===== src/rtl/div_sched.sv =====
// ---------------------------------------------------------------------------
// div_sched -- programmable clock-enable scheduler
//
// Emits a one-cycle enable pulse (clk_flag) once every N sys_clk cycles while
// a run is active. A run emits either a fixed number of ticks (burst_len) or
// runs continuously (burst_len == 0) until stop. Periods are never truncated.
// The divide ratio can be changed at any time through a valid/ready
// handshake. While running, a new ratio is parked in a shadow register and
// takes effect only at the next period wrap.
//
// Parameters
//   CNT_W      width of the period counter and ratio (3..16)
//   BL_W       width of the burst-length counter
//
// Ports
//   sys_clk    in   system clock, rising edge
//   sys_rst_n  in   asynchronous active-low reset
//   cfg_valid  in   ratio update request
//   cfg_ratio  in   requested divide ratio N (legal: N >= 2)
//   cfg_ready  out  ratio update can be accepted
//   cfg_err    out  one-cycle pulse: accepted ratio was illegal, discarded
//   start      in   begin a run (sampled in IDLE only)
//   burst_len  in   ticks to emit in the run, 0 = continuous
//   stop       in   end the run at the next period boundary
//   clk_flag   out  one-cycle enable pulse, once per N cycles
//   busy       out  high while a run is active
//   done       out  one-cycle pulse after a run ends
//   clk_out    out  square wave, high for cnt < N/2 (only with the macro)
//
// Build option
//   DIV_SCHED_SQ_EN  when defined, adds the registered clk_out output.
//
// All outputs are registered. Each one is computed from the next-state
// values so that it lines up with the counter value it describes.
// ---------------------------------------------------------------------------
module div_sched #(
  parameter int CNT_W = 8,
  parameter int BL_W  = 16
) (
  input  logic             sys_clk,
  input  logic             sys_rst_n,
  input  logic             cfg_valid,
  input  logic [CNT_W-1:0] cfg_ratio,
  output logic             cfg_ready,
  output logic             cfg_err,
  input  logic             start,
  input  logic [BL_W-1:0]  burst_len,
  input  logic             stop,
  output logic             clk_flag,
  output logic             busy,
  output logic             done
`ifdef DIV_SCHED_SQ_EN
  ,
  output logic             clk_out
`endif
);

  typedef enum logic {IDLE, RUN} state_t;

  localparam logic [CNT_W-1:0] RST_RATIO = CNT_W'(6);
  localparam logic [CNT_W-1:0] ONE       = CNT_W'(1);
  localparam logic [CNT_W-1:0] TWO       = CNT_W'(2);
  localparam logic [BL_W-1:0]  BL_ONE    = BL_W'(1);

  state_t           state, state_nxt;
  logic [CNT_W-1:0] cnt, cnt_nxt;
  logic [CNT_W-1:0] act_ratio, ratio_nxt;
  logic [CNT_W-1:0] shadow, shadow_nxt;
  logic             shadow_vld, shadow_vld_nxt;
  logic             stop_pend, stop_pend_nxt;
  logic [BL_W-1:0]  remain, remain_nxt;
  logic             cont, cont_nxt;
  logic             cfg_hs, cfg_legal, at_wrap, run_end;
  logic             flag_nxt, done_nxt, err_nxt, ready_nxt;
`ifdef DIV_SCHED_SQ_EN
  logic             sq_nxt;
`endif

  // Next-state and next-output logic for the whole block.
  always_comb begin
    state_nxt      = state;
    cnt_nxt        = cnt;
    ratio_nxt      = act_ratio;
    shadow_nxt     = shadow;
    shadow_vld_nxt = shadow_vld;
    stop_pend_nxt  = stop_pend;
    remain_nxt     = remain;
    cont_nxt       = cont;
    ready_nxt      = cfg_ready;

    cfg_hs    = cfg_valid && cfg_ready;
    cfg_legal = (cfg_ratio >= TWO);
    at_wrap   = (state == RUN) && (cnt == act_ratio - ONE);
    // A stop arriving in the boundary cycle itself ends the run at that
    // boundary. The period has completed, so nothing is truncated.
    run_end   = at_wrap && (stop_pend || stop || (!cont && remain == BL_ONE));
    err_nxt   = cfg_hs && !cfg_legal;

    case (state)
      IDLE: begin
        cnt_nxt       = '0;
        stop_pend_nxt = 1'b0;
        if (cfg_hs && cfg_legal) begin
          ratio_nxt = cfg_ratio;
        end
        if (start) begin
          state_nxt  = RUN;
          remain_nxt = burst_len;
          cont_nxt   = (burst_len == '0);
        end
      end
      RUN: begin
        if (stop) begin
          stop_pend_nxt = 1'b1;
        end
        if (at_wrap) begin
          cnt_nxt = '0;
          if (!cont) begin
            remain_nxt = remain - BL_ONE;
          end
          if (shadow_vld) begin
            ratio_nxt      = shadow;
            shadow_vld_nxt = 1'b0;
            ready_nxt      = 1'b1;
          end
          // A handshake that lands exactly on the wrap edge has nothing left
          // to wait for, so it is applied directly instead of being parked.
          if (cfg_hs && cfg_legal) begin
            ratio_nxt = cfg_ratio;
          end
          if (run_end) begin
            state_nxt     = IDLE;
            stop_pend_nxt = 1'b0;
          end
        end else begin
          cnt_nxt = cnt + ONE;
          if (cfg_hs && cfg_legal) begin
            shadow_nxt     = cfg_ratio;
            shadow_vld_nxt = 1'b1;
            ready_nxt      = 1'b0;
          end
        end
      end
      default: begin
        state_nxt = IDLE;
        cnt_nxt   = '0;
      end
    endcase

    flag_nxt = (state_nxt == RUN) && (cnt_nxt == ratio_nxt - ONE);
    done_nxt = (state == RUN) && (state_nxt == IDLE);
`ifdef DIV_SCHED_SQ_EN
    sq_nxt   = (state_nxt == RUN) && (cnt_nxt < (ratio_nxt >> 1));
`endif
  end

  // State and output registers.
  always_ff @(posedge sys_clk or negedge sys_rst_n) begin
    if (!sys_rst_n) begin
      state      <= IDLE;
      cnt        <= '0;
      act_ratio  <= RST_RATIO;
      shadow     <= '0;
      shadow_vld <= 1'b0;
      stop_pend  <= 1'b0;
      remain     <= '0;
      cont       <= 1'b0;
      cfg_ready  <= 1'b1;
      cfg_err    <= 1'b0;
      clk_flag   <= 1'b0;
      busy       <= 1'b0;
      done       <= 1'b0;
`ifdef DIV_SCHED_SQ_EN
      clk_out    <= 1'b0;
`endif
    end else begin
      state      <= state_nxt;
      cnt        <= cnt_nxt;
      act_ratio  <= ratio_nxt;
      shadow     <= shadow_nxt;
      shadow_vld <= shadow_vld_nxt;
      stop_pend  <= stop_pend_nxt;
      remain     <= remain_nxt;
      cont       <= cont_nxt;
      cfg_ready  <= ready_nxt;
      cfg_err    <= err_nxt;
      clk_flag   <= flag_nxt;
      busy       <= (state_nxt == RUN);
      done       <= done_nxt;
`ifdef DIV_SCHED_SQ_EN
      clk_out    <= sq_nxt;
`endif
    end
  end

endmodule


===== config.mk =====
export PLATFORM = sky130hd
export DESIGN_NAME = div_sched
export DESIGN_NICKNAME = d
export VERILOG_FILES = /design/src/rtl/div_sched.sv
export SDC_FILE = /design/constraint.sdc
export NUM_CORES = 1
export LEC_CHECK = 0
export CAP_MARGIN = 20
export CORE_MARGIN = 4
export CORE_UTILIZATION = 45
export CTS_BUF_LIST = sky130_fd_sc_hd__clkbuf_4 sky130_fd_sc_hd__clkbuf_8
export DETAILED_ROUTE_END_ITERATION = 10
export GPL_TIMING_DRIVEN = 0
export PLACE_DENSITY = 0.67
export SYNTH_ARGS = -nofsm -noshare
export SYNTH_HDL_FRONTEND = slang
export SYNTH_SLANG_ARGS = --single-unit
export TNS_END_PERCENT = 5

===== constraint.sdc =====
create_clock -name sys_clk -period 7.3 [get_ports sys_clk]
set_clock_uncertainty 0.1 [all_clocks]
set_input_delay 1.46 -clock sys_clk [delete_from_list [all_inputs] [get_ports sys_clk]]
set_output_delay 1.46 -clock sys_clk [all_outputs]
set_load 0.1 [all_outputs]

==> metrics.md, run 1 <==
| Metric | Value |
|---|---|
| Hold crit path type | `reg -> reg` |
| Final Cycle Share | `approximately three fifths` |
| CTS Hold Bufs | `0` |
| Net Sw Frac | `41.2%` |
| Crit. End Element | `flop` |
| Post-synth EDFFs | `0` |
| Routed wire length | `slightly above 8000 um` |
| FF-to-FF Start | `act_ratio[0]$_DFF_PN0_` |
| Syn nets | `380` |
| Post-place setup slack | `between 2 and 2.5 ns` |
| Initial core utilization | `~46%` |
| Max Slew Vio Count | `0` |
| CTS clk-pin slew, worst paths | `0.10 ns` |
| Part of the power in registers | `33.5%` |
| Vias/cell | `approximately 6.0` |
| PortBufs | `33` |
| Worst Path Required | `7.39 ns` |
| # DRC | `0` |
| Startpoint Class | `primary input` |
| Yosys top cell by area | `dfrtp_1` |
| CP max FO | `10` |
| Kind of critical path | `in -> reg` |
| CTS Buffer Depth | `2` |
| Global route overflow | `0` |
| Die height | `about 90 um` |
| Via count | `~2800` |
| Cells after Synth | `between 300 and 400` |
| Initial antenna violation count | `0` |
| Post-CTS Setup Bufs | `0` |
| Nets | `~420` |
| Setup tns final | `0 ns` |
| Area grow syn2layout | `17.8%` |
| Synthesized area | `roughly 3100 sq um` |
| Synth top cells by count | `45 x dfrtp_1, 30 x nand2_1, 29 x nor2_1, 21 x o21ai_0, 20 x a21oi_1` |
| Synth Register Bits | `48` |
| Dpl hpwl | `slightly above 6000 um` |
| First-pass GRT wire length | `between 10000 and 15000 um` |
| Dpl cells | `460` |
| Area contributors post-synth | `dfrtp_1 36%, mux2i_1 4.5%, mux2_2 4.0%` |
| Die width | `about 90 um` |
| Max Clk Rate | `around 0.22 GHz` |
| Worst vdd ir | `about 0.11 mV` |
| Final hold violation count | `0` |
| Async SR Flop Fraction | `100%` |
| Post-Layout Cell Count | `roughly 470` |
| Max_cap viols | `0` |
| Syn avg cell area | `about 9 sq um` |
| Crit path DAT | `between 4 and 5 ns` |
| Crit path launch | `cfg_ratio[4]` |
| CTS tree | `built` |
| P_leak | `around 1.4 nW` |
| Core area | `6760 sq um` |
| Power per cell area | `between 300 and 400 nW/um^2` |
| RSZ-0062 raised after global routing | `no` |
| Share of cells above drive strength 1 | `between 10% and 20%` |
| IO Pins | `34` |
| Post-synthesis cell type count | `58` |
| Clk_lat worst skew | `roughly 0.3 ns` |
| Initial detailed-routing violation count | `between 150 and 200` |
| Routed length per placed instance | `17.3 um` |
| Area share of the largest cell type after synthesis | `36.1%` |
| Clk sinks | `between 40 and 50` |
| Min Tclk post-route | `between 4 and 5 ns` |
| Max-slew headroom | `35.3%` |
| Final setup fails | `0` |
| Pin count of the biggest net entering global routing | `36` |
| DRT Pass-1 Iters | `5` |
| FP Rows | `30` |
| Status | `complete, no violations` |
| Number of routed nets with antenna violations | `0` |
| Yosys warnings | `0` |
| Die ar. | `~8300 sq um` |
| Internal cell power | `approximately 0.76 mW` |
| CTS root buf | `clkbuf_8` |
| Htree depth | `2` |
| Final WS setup | `around 2.8 ns` |
| GP Congestion | `0.870` |
| Clk pwr share | `between 15 and 20%` |
| Comb pwr share | `~50%` |
| P_sw | `0.529 mW` |
| GRT Total Usage | `20.7%` |
| Ys flop type | `dfrtp_1` |
| Worst Tran Pin Value | `0.967 ns` |
| CTS Buf Count | `5` |
| Hold Path Origin | `cfg_ready$_DFFE_PN1P_` |
| Top-count cell post-synth | `dfrtp_1` |
| Vias in the first global route | `~2900` |
| Sequential fraction of the synthesis area | `between 30% and 40%` |
| # diodes | `0` |
| Cts repair resizes | `0` |
[layout by cell type, fill, tap and decap left out, types with 7 or more instances in the layout]
| cell type | count |
|---|---|
| nand2_1 | 30 |
| nor4_1 | 11 |
| mux2i_1 | 14 |
| mux2_2 | 11 |
| a21oi_1 | 20 |
| inv_1 | 14 |
| nand4_1 | 7 |
| nand3_1 | 16 |
| dfrtp_1 | 45 |
| nor2_1 | 29 |
| clkdlybuf4s50_1 | 32 |
| o21ai_0 | 21 |
| xnor2_1 | 14 |
| clkbuf_1 | 13 |
| nor3_1 | 9 |
| xor2_1 | 10 |
[sequential cells by signal, summed over array words and instances, names as in the netlist]
register / cells
done: 1
shadow: 8
shadow_vld: 1
remain: 16
act_ratio: 8
cont: 1
cfg_ready: 1
cnt: 8
stop_pend: 1
clk_flag: 1
cfg_err: 1
state: 1
[metrics by stage]
| stage | util (%) | power [mW] | instance area (sq um) | hold slack, ns |
|---|---|---|---|---|
| detailed placement | 52.8 | 1.09 | 3570 | 0.380 |
| floorplan | - | 0.933 | 3120 | 0.344 |
| global placement | 52.6 | 1.07 | 3550 | 0.367 |
| global route | 54.4 | 1.39 | 3680 | 0.431 |
| finish | 54.4 | 1.29 | 3680 | 0.406 |
| CTS | 54.4 | 1.29 | 3680 | 0.412 |
[critical path, stage by stage]
cell and delay, ns:
clkdlybuf4s50_1 0.48, nor4_1 0.38, nand2_1 0.12, nand3_1 0.15
clkbuf_1 0.37, nand2_1 0.08, mux2_2 0.28, o221ai_1 0.45
and3_1 0.25, o2111ai_1 0.12, o31a_1 0.14, nor4_2 0.31
[power groups by stage]
| stage | Clock (mW) | Combinational (mW) | Sequential, mW |
|---|---|---|---|
| global route | 0.217 | 0.730 | 0.441 |
| detailed placement | 0 | 0.654 | 0.435 |
| finish | 0.199 | 0.656 | 0.430 |
| CTS | 0.204 | 0.658 | 0.430 |
| global placement | 0 | 0.638 | 0.432 |
| floorplan | 0 | 0.504 | 0.430 |
[per-layer routing]
layer / global-route usage, % / part of all wire (%)
met5: 0 / 0
met4: 5.90 / 0.90
met3: 3.23 / 4.1
met2: 35.9 / 51
met1: 26.6 / 44
[cells by family (layout without fill, tap and decap cells)]
logic type	after synthesis	in the layout	share of synthesized area (%)
AO/OA/AOI/OAI	82	82	18.6
XOR/XNOR	24	24	6.74
adder cells (fa/ha/maj)	6	6	2.37
buffers and inverters	32	74	4.21
flip-flops	48	48	38.6
multiplexers	25	25	8.46
AND/OR/NAND/NOR	129	129	21.0
[path summary, 6_finish.rpt]
check	end	slack, ns	cells after the start
max in group asynchronous	act_ratio[1]$_DFF_PN1_	5.56	2
min reg2reg	cfg_ready$_DFFE_PN1P_	0.41	2
min	cfg_ready$_DFFE_PN1P_	0.41	2
min in group asynchronous	cfg_err$_DFF_PN0_	0.96	1
max reg2reg	clk_flag$_DFF_PN0_	3.51	16
max	clk_flag$_DFF_PN0_	2.78	12
[area by class of cell]
cell class / instances / area, sq um
well taps: 80 / 100
clock buffers: 6 / 76.3
multi-input cells: 266 / 1780
clock inverters: 2 / 35.0
fillers: 696 / 3080
inverters: 14 / 52.6
repair buffers: 34 / 345
flip-flops and latches: 48 / 1200
plain buffers: 18 / 78.8
(Power assumes the default switching activity.)
==> inputs of run 2 (changes only) <==
Settings changed: PLACE_DENSITY 0.67 to 0.69.
Clock period 7.3 ns to 4.1 ns, I/O delays scaled along.
==> run 2 against run 1 <==
Critical endpoint unchanged. Core utilization is 0.056 points higher. Hold slack got worse by 0.084 ns. Critical path type unchanged. Clock power grew 82%. Clock-buffer cell count down 1. Flip-flop and latch count unchanged. Via count rose by 1.4%. Design area increased by 0.10%. Register-to-register slack worse by 3.2 ns. Final cell count is the same.
==> metrics.md, run 2 (synthesis gave the netlist of run 1 again) <==
| Metric | Value |
|---|---|
| IO Pins | `34` |
| Vias in the first global route | `slightly below 3000` |
| Reg2reg end | `clk_flag$_DFF_PN0_` |
| Area grow syn2layout | `18.0%` |
| First-pass GRT wire length | `13600 um` |
| CTS tree | `built` |
| Routed wire length | `7980 um` |
| Share of cells above drive strength 1 | `around 11%` |
| Max-slew headroom | `35.3%` |
| Crit path DAT | `around 3.9 ns` |
| Most frequent cells in the layout | `45 x dfrtp_1, 32 x clkdlybuf4s50_1, 30 x nand2_1` |
| Worst vdd ir | `approximately 0.28 mV` |
| Worst Tran Pin Value | `between 0.9 and 1 ns` |
| Max Slew Vio Count | `0` |
| P_leak | `~1.4 nW` |
| DRT Pass-1 Iters | `5` |
| RSZ-0062 raised after global routing | `no` |
| Critical path's slowest cell | `clkdlybuf4s50_1` |
| Kind of critical path | `in -> reg` |
| Final Cycle Share | `about 93%` |
| Filler Cell Count | `approximately 630` |
| Post-DP Area | `approximately 3600 sq um` |
| Power per cell area | `625 nW/um^2` |
| Crit path top cell by count | `nand2_1` |
| Total power | `2.30 mW` |
| Core area | `slightly below 7000 sq um` |
| Hold crit path type | `in -> async` |
| Htree depth | `2` |
| Post-CTS Setup Bufs | `0` |
| Global route overflow | `0` |
| Register name with the most flops | `remain` |
| Die ar. | `between 8000 and 9000 sq um` |
| Part of the power in registers | `33.5%` |
| FF-to-FF Start | `act_ratio[0]$_DFF_PN0_` |
| Number of routed nets with antenna violations | `0` |
| Family with the most delay on the worst path | `simple AND/OR/NAND/NOR gates` |
| Min Tclk post-route | `3.82 ns` |
| Initial antenna violation count | `0` |
| Tightest hold margin | `between 0.3 and 0.4 ns` |
| Final WS setup | `0.278 ns` |
| Net Sw Frac | `about two fifths` |
| PortBufs | `33` |
| Pin count of the biggest net entering global routing | `33` |
| CTS clk-pin slew, worst paths | `~0.11 ns` |
| Dpl hpwl | `about 6000 um` |
| Final hold violation count | `0` |
| GRT Total Usage | `approximately a fifth` |
| Cts repair resizes | `0` |
| Crit. End Element | `flop` |
| Clk_lat worst skew | `just over 0.3 ns` |
| Vias/cell | `between 6 and 7` |
| Max_cap viols | `0` |
| CTS Buffer Depth | `2` |
| CP max stage delay | `approximately 0.47 ns` |
| P_sw | `0.958 mW` |
| # DRC | `0` |
| Routed length per placed instance | `around 17 um` |
| Clk sinks | `between 40 and 50` |
| Die height | `roughly 90 um` |
| Status | `complete, no violations` |
| CTS Buf Count | `5` |
| Initial detailed-routing violation count | `179` |
| Startpoint Class | `primary input` |
| Worst Path Required | `4.22 ns` |
| Nets | `about 420` |
| FP Rows | `30` |
| Worst-path cell chain | `clkdlybuf4s50_1 -> nor4_1 -> nand2_1 -> nand3_1 -> clkbuf_1 -> nand2_1 -> mux2_2 -> o221ai_1 -> and3_1 -> o2111ai_1 -> o31a_1 -> nor4_2` |
| CTS Hold Bufs | `0` |
| CP max FO | `10` |
| Comb pwr share | `50.7%` |
| Initial core utilization | `between 40% and 50%` |
| Via count | `2831` |
| CTS root buf | `clkbuf_8` |
| FF-to-FF setup slack | `around 0.35 ns` |
| Internal cell power | `about 1.3 mW` |
| Critical path buffers and inverters | `2` |
| Worst R2R Path Depth | `16` |
| # diodes | `0` |
| Non-Filler Cell Area, Final | `~3700 sq um` |
| GP Congestion | `about 0.84` |
| Final setup fails | `0` |
| Post-place setup slack | `-0.0135 ns` |
| Largest register FFs | `16` |
| Clk pwr share | `between 15 and 20%` |
| Max Clk Rate | `~0.26 GHz` |
| Die width | `~90 um` |
| Most common cell after layout, fill and taps aside | `dfrtp_1` |
[run 2: cell count changes in the layout (fill, tap and decap cells not counted)]
| cell | delta |
|---|---|
| clkinv_2 | -1 |
| clkinvlp_4 | +1 |
| clkbuf_4 | -1 |
| inv_6 | +1 |
[run 2: area by class of cell]
type / count / area (sq um) / area share (%)
multi-input combinational: 266 / 1780 / 48.5
sequential: 48 / 1200 / 32.7
timing repair buffer: 34 / 345 / 9.38
tap: 80 / 100 / 2.72
buffer: 18 / 78.8 / 2.14
clock buffer: 5 / 68.8 / 1.87
inverter: 14 / 52.6 / 1.43
clock inverter: 3 / 46.3 / 1.26
[run 2: through the flow]
| step | utilization (%) | setup TNS (ns) | instances |
|---|---|---|---|
| floorplan | - | 0 | 346 |
| global placement | 52.6 | -0.0165 | 459 |
| detailed placement | 52.8 | -0.0135 | 460 |
| CTS | 54.5 | 0 | 468 |
| global route | 54.5 | 0 | 468 |
| finish | 54.5 | 0 | 468 |
[run 2: layer usage]
| metal | wire length (um) | GRT usage [%] |
|---|---|---|
| met5 | 0 | 0 |
| met4 | 230 | 7.79 |
| met3 | 418 | 3.73 |
| met2 | 3910 | 34.1 |
| met1 | 3430 | 24.9 |
[run 2: how the worst max path moves through the flow]
stage	from	to	slack, ns	cells past startpoint
after CTS	cfg_ratio[2]	clk_flag$_DFF_PN0_	0.28	12
after global routing	cfg_ratio[2]	clk_flag$_DFF_PN0_	0.007	14
after detailed placement	cfg_ratio[2]	clk_flag$_DFF_PN0_	-0.01	12
after floorplan	act_ratio[1]$_DFF_PN1_	clk_flag$_DFF_PN0_	0.86	16
after global placement	cfg_ratio[2]	clk_flag$_DFF_PN0_	-0.02	12
final	cfg_ratio[2]	clk_flag$_DFF_PN0_	0.28	12
[run 2: power groups by stage]
stage / clock (mW) / sequential (mW) / combinational, mW
after floorplan: 0 / 0.765 / 0.897
after global placement: 0 / 0.771 / 1.13
after detailed placement: 0 / 0.777 / 1.16
after CTS: 0.376 / 0.766 / 1.17
after global routing: 0.391 / 0.787 / 1.29
final: 0.363 / 0.771 / 1.17
==> inputs of run 3 (changes only) <==
Settings changed: GPL_TIMING_DRIVEN 0 to unset, MAX_ROUTING_LAYER set to met4, PLACE_DENSITY 0.69 to 0.76.
==> run 3 against run 2 <==
Flip-flop and latch count is the same. Core utilization shrank 0.69 points. Largest power group unchanged. Combinational power shrank 3%. Maximum frequency grew 6.9%.
==> metrics.md, run 3 (synthesis gave the netlist of run 1 again) <==
| Metric | Value |
|---|---|
| Initial antenna violation count | `0` |
| Hold crit path type | `in -> async` |
| Tightest hold margin | `0.256 ns` |
| Post-DP Area | `3520 sq um` |
| Crit. End Element | `flop` |
| CTS clk-pin slew, worst paths | `approximately 0.09 ns` |
| P_leak | `~1.4 nW` |
| Pin count of the biggest net entering global routing | `49` |
| Most common cell after layout, fill and taps aside | `dfrtp_1` |
| Power per cell area | `~620 nW/um^2` |
| GP Congestion | `slightly above 0.9` |
| Largest register FFs | `16` |
| CTS root buf | `clkbuf_8` |
| PortBufs | `33` |
| Worst vdd ir | `0.206 mV` |
| Filler Cell Count | `between 600 and 700` |
| # diodes | `0` |
| Area grow syn2layout | `16.5%` |
| Worst Path Required | `between 4 and 5 ns` |
| Global route overflow | `0` |
| Post-CTS Setup Bufs | `0` |
| Min Tclk post-route | `between 3 and 4 ns` |
| Via count | `around 2800` |
| Die height | `about 91 um` |
| Final hold violation count | `0` |
| Final setup fails | `0` |
| CTS Buf Count | `5` |
| Most frequent cells in the layout | `45 x dfrtp_1, 31 x clkdlybuf4s50_1, 30 x nand2_1` |
| Clk_lat worst skew | `about 0.3 ns` |
| Non-Filler Cell Area, Final | `roughly 3600 sq um` |
| Cts repair resizes | `0` |
| FF-to-FF setup slack | `about 0.53 ns` |
| Register name with the most flops | `remain` |
| CTS Buffer Depth | `2` |
| Max_cap viols | `0` |
| Die ar. | `about 8300 sq um` |
| Final Cycle Share | `between 80% and 90%` |
| Dpl hpwl | `approximately 5600 um` |
| Vias/cell | `6.04` |
| FP Rows | `30` |
| First-pass GRT wire length | `approximately 13000 um` |
| # DRC | `0` |
| IO Pins | `34` |
| Setup tns final | `0 ns` |
| Htree depth | `2` |
| Startpoint Class | `flop` |
| Core area | `approximately 6800 sq um` |
| RSZ-0062 raised after global routing | `no` |
| Nets | `between 400 and 500` |
| Clk sinks | `48` |
| CTS tree | `built` |
| Status | `complete, no violations` |
| Max Clk Rate | `0.280 GHz` |
| Max Slew Vio Count | `0` |
| GRT Total Usage | `approximately a fifth` |
| Initial core utilization | `46.2%` |
| Kind of critical path | `reg -> reg` |
| Share of cells above drive strength 1 | `approximately 12%` |
| CP max FO | `7` |
| CTS Hold Bufs | `0` |
| Crit path DAT | `roughly 3.7 ns` |
| Worst Tran Pin Value | `~0.97 ns` |
| Max-slew headroom | `a little over a third` |
| Vias in the first global route | `~2700` |
| Routed length per placed instance | `around 17 um` |
| DRT Pass-1 Iters | `6` |
| Die width | `between 90 and 100 um` |
| Number of routed nets with antenna violations | `0` |
| Initial detailed-routing violation count | `roughly 200` |
| Routed wire length | `7760 um` |
==> run 3: changes by cell type in the layout (fill, tap and decap cells not counted), sizes merged <==
cell / delta
bufinv: -1
clkbuf: -10
buf: +3
inv: -1
clkinvlp: -1
clkdlybuf4s50: -1
==> run 3: cell type report <==
cell class,count,area [sq um],area share [%]
multi-input combinational,266,1780,49.1
sequential,48,1200,33.1
timing repair buffer,41,395,10.9
tap,80,100,2.75
clock buffer,8,97.6,2.69
inverter,14,52.6,1.45
==> run 3: layer usage <==
| layer | up-vias | share of wire [%] | track usage [%] |
|---|---|---|---|
| met3 | 18 | 5.6 | 2.98 |
| met2 | 108 | 48 | 31.8 |
| met1 | 1308 | 44 | 24.6 |
| met4 | 0 | 2.7 | 6.16 |
| li1 | 1328 | - | - |
| met5 | - | 0 | - |
==> run 3: final timing paths <==
kind | from | end | depth (start not counted)
hold / removal | sys_rst_n | cfg_err$_DFF_PN0_ | 1
setup / recovery | act_ratio[0]$_DFF_PN0_ | clk_flag$_DFF_PN0_ | 16
setup reg to reg | act_ratio[0]$_DFF_PN0_ | clk_flag$_DFF_PN0_ | 16
max in group asynchronous | sys_rst_n | act_ratio[2]$_DFF_PN1_ | 2
hold reg to reg | stop_pend$_DFF_PN0_ | stop_pend$_DFF_PN0_ | 2
min in group sys_clk | stop_pend$_DFF_PN0_ | stop_pend$_DFF_PN0_ | 2
==> run 3: metrics by stage <==
stage | std cells | util (%) | setup WS (ns) | total power [mW]
5_1_grt | 457 | 53.8 | 0.222 | 2.42
3_3_place_gp | 448 | 52.1 | 0.476 | 1.89
2_1_floorplan | 346 | - | 0.863 | 1.66
6_report | 457 | 53.8 | 0.525 | 2.26
3_5_place_dp | 448 | 52.1 | 0.363 | 1.94
4_1_cts | 456 | 53.5 | 0.543 | 2.26
==> run 3: power breakdown <==
part           switching [mW]  internal [mW]
registers               0.203          0.620
logic                   0.594          0.533
clock network           0.163          0.151
==> run 3: critical path, stage by stage (launching register included) <==
cell and delay (ns):
dfrtp_1 0.48, inv_1 0.09, ha_1 0.18, nor3b_2 0.26, mux2i_1 0.23, nand4_1 0.19, a211oi_4 0.33, buf_4 0.23
nand4_1 0.11, o221a_2 0.19, inv_1 0.07, ha_1 0.21, o221ai_1 0.13, nor4_1 0.26, xnor2_1 0.18, nand3b_1 0.11
nor4_2 0.13
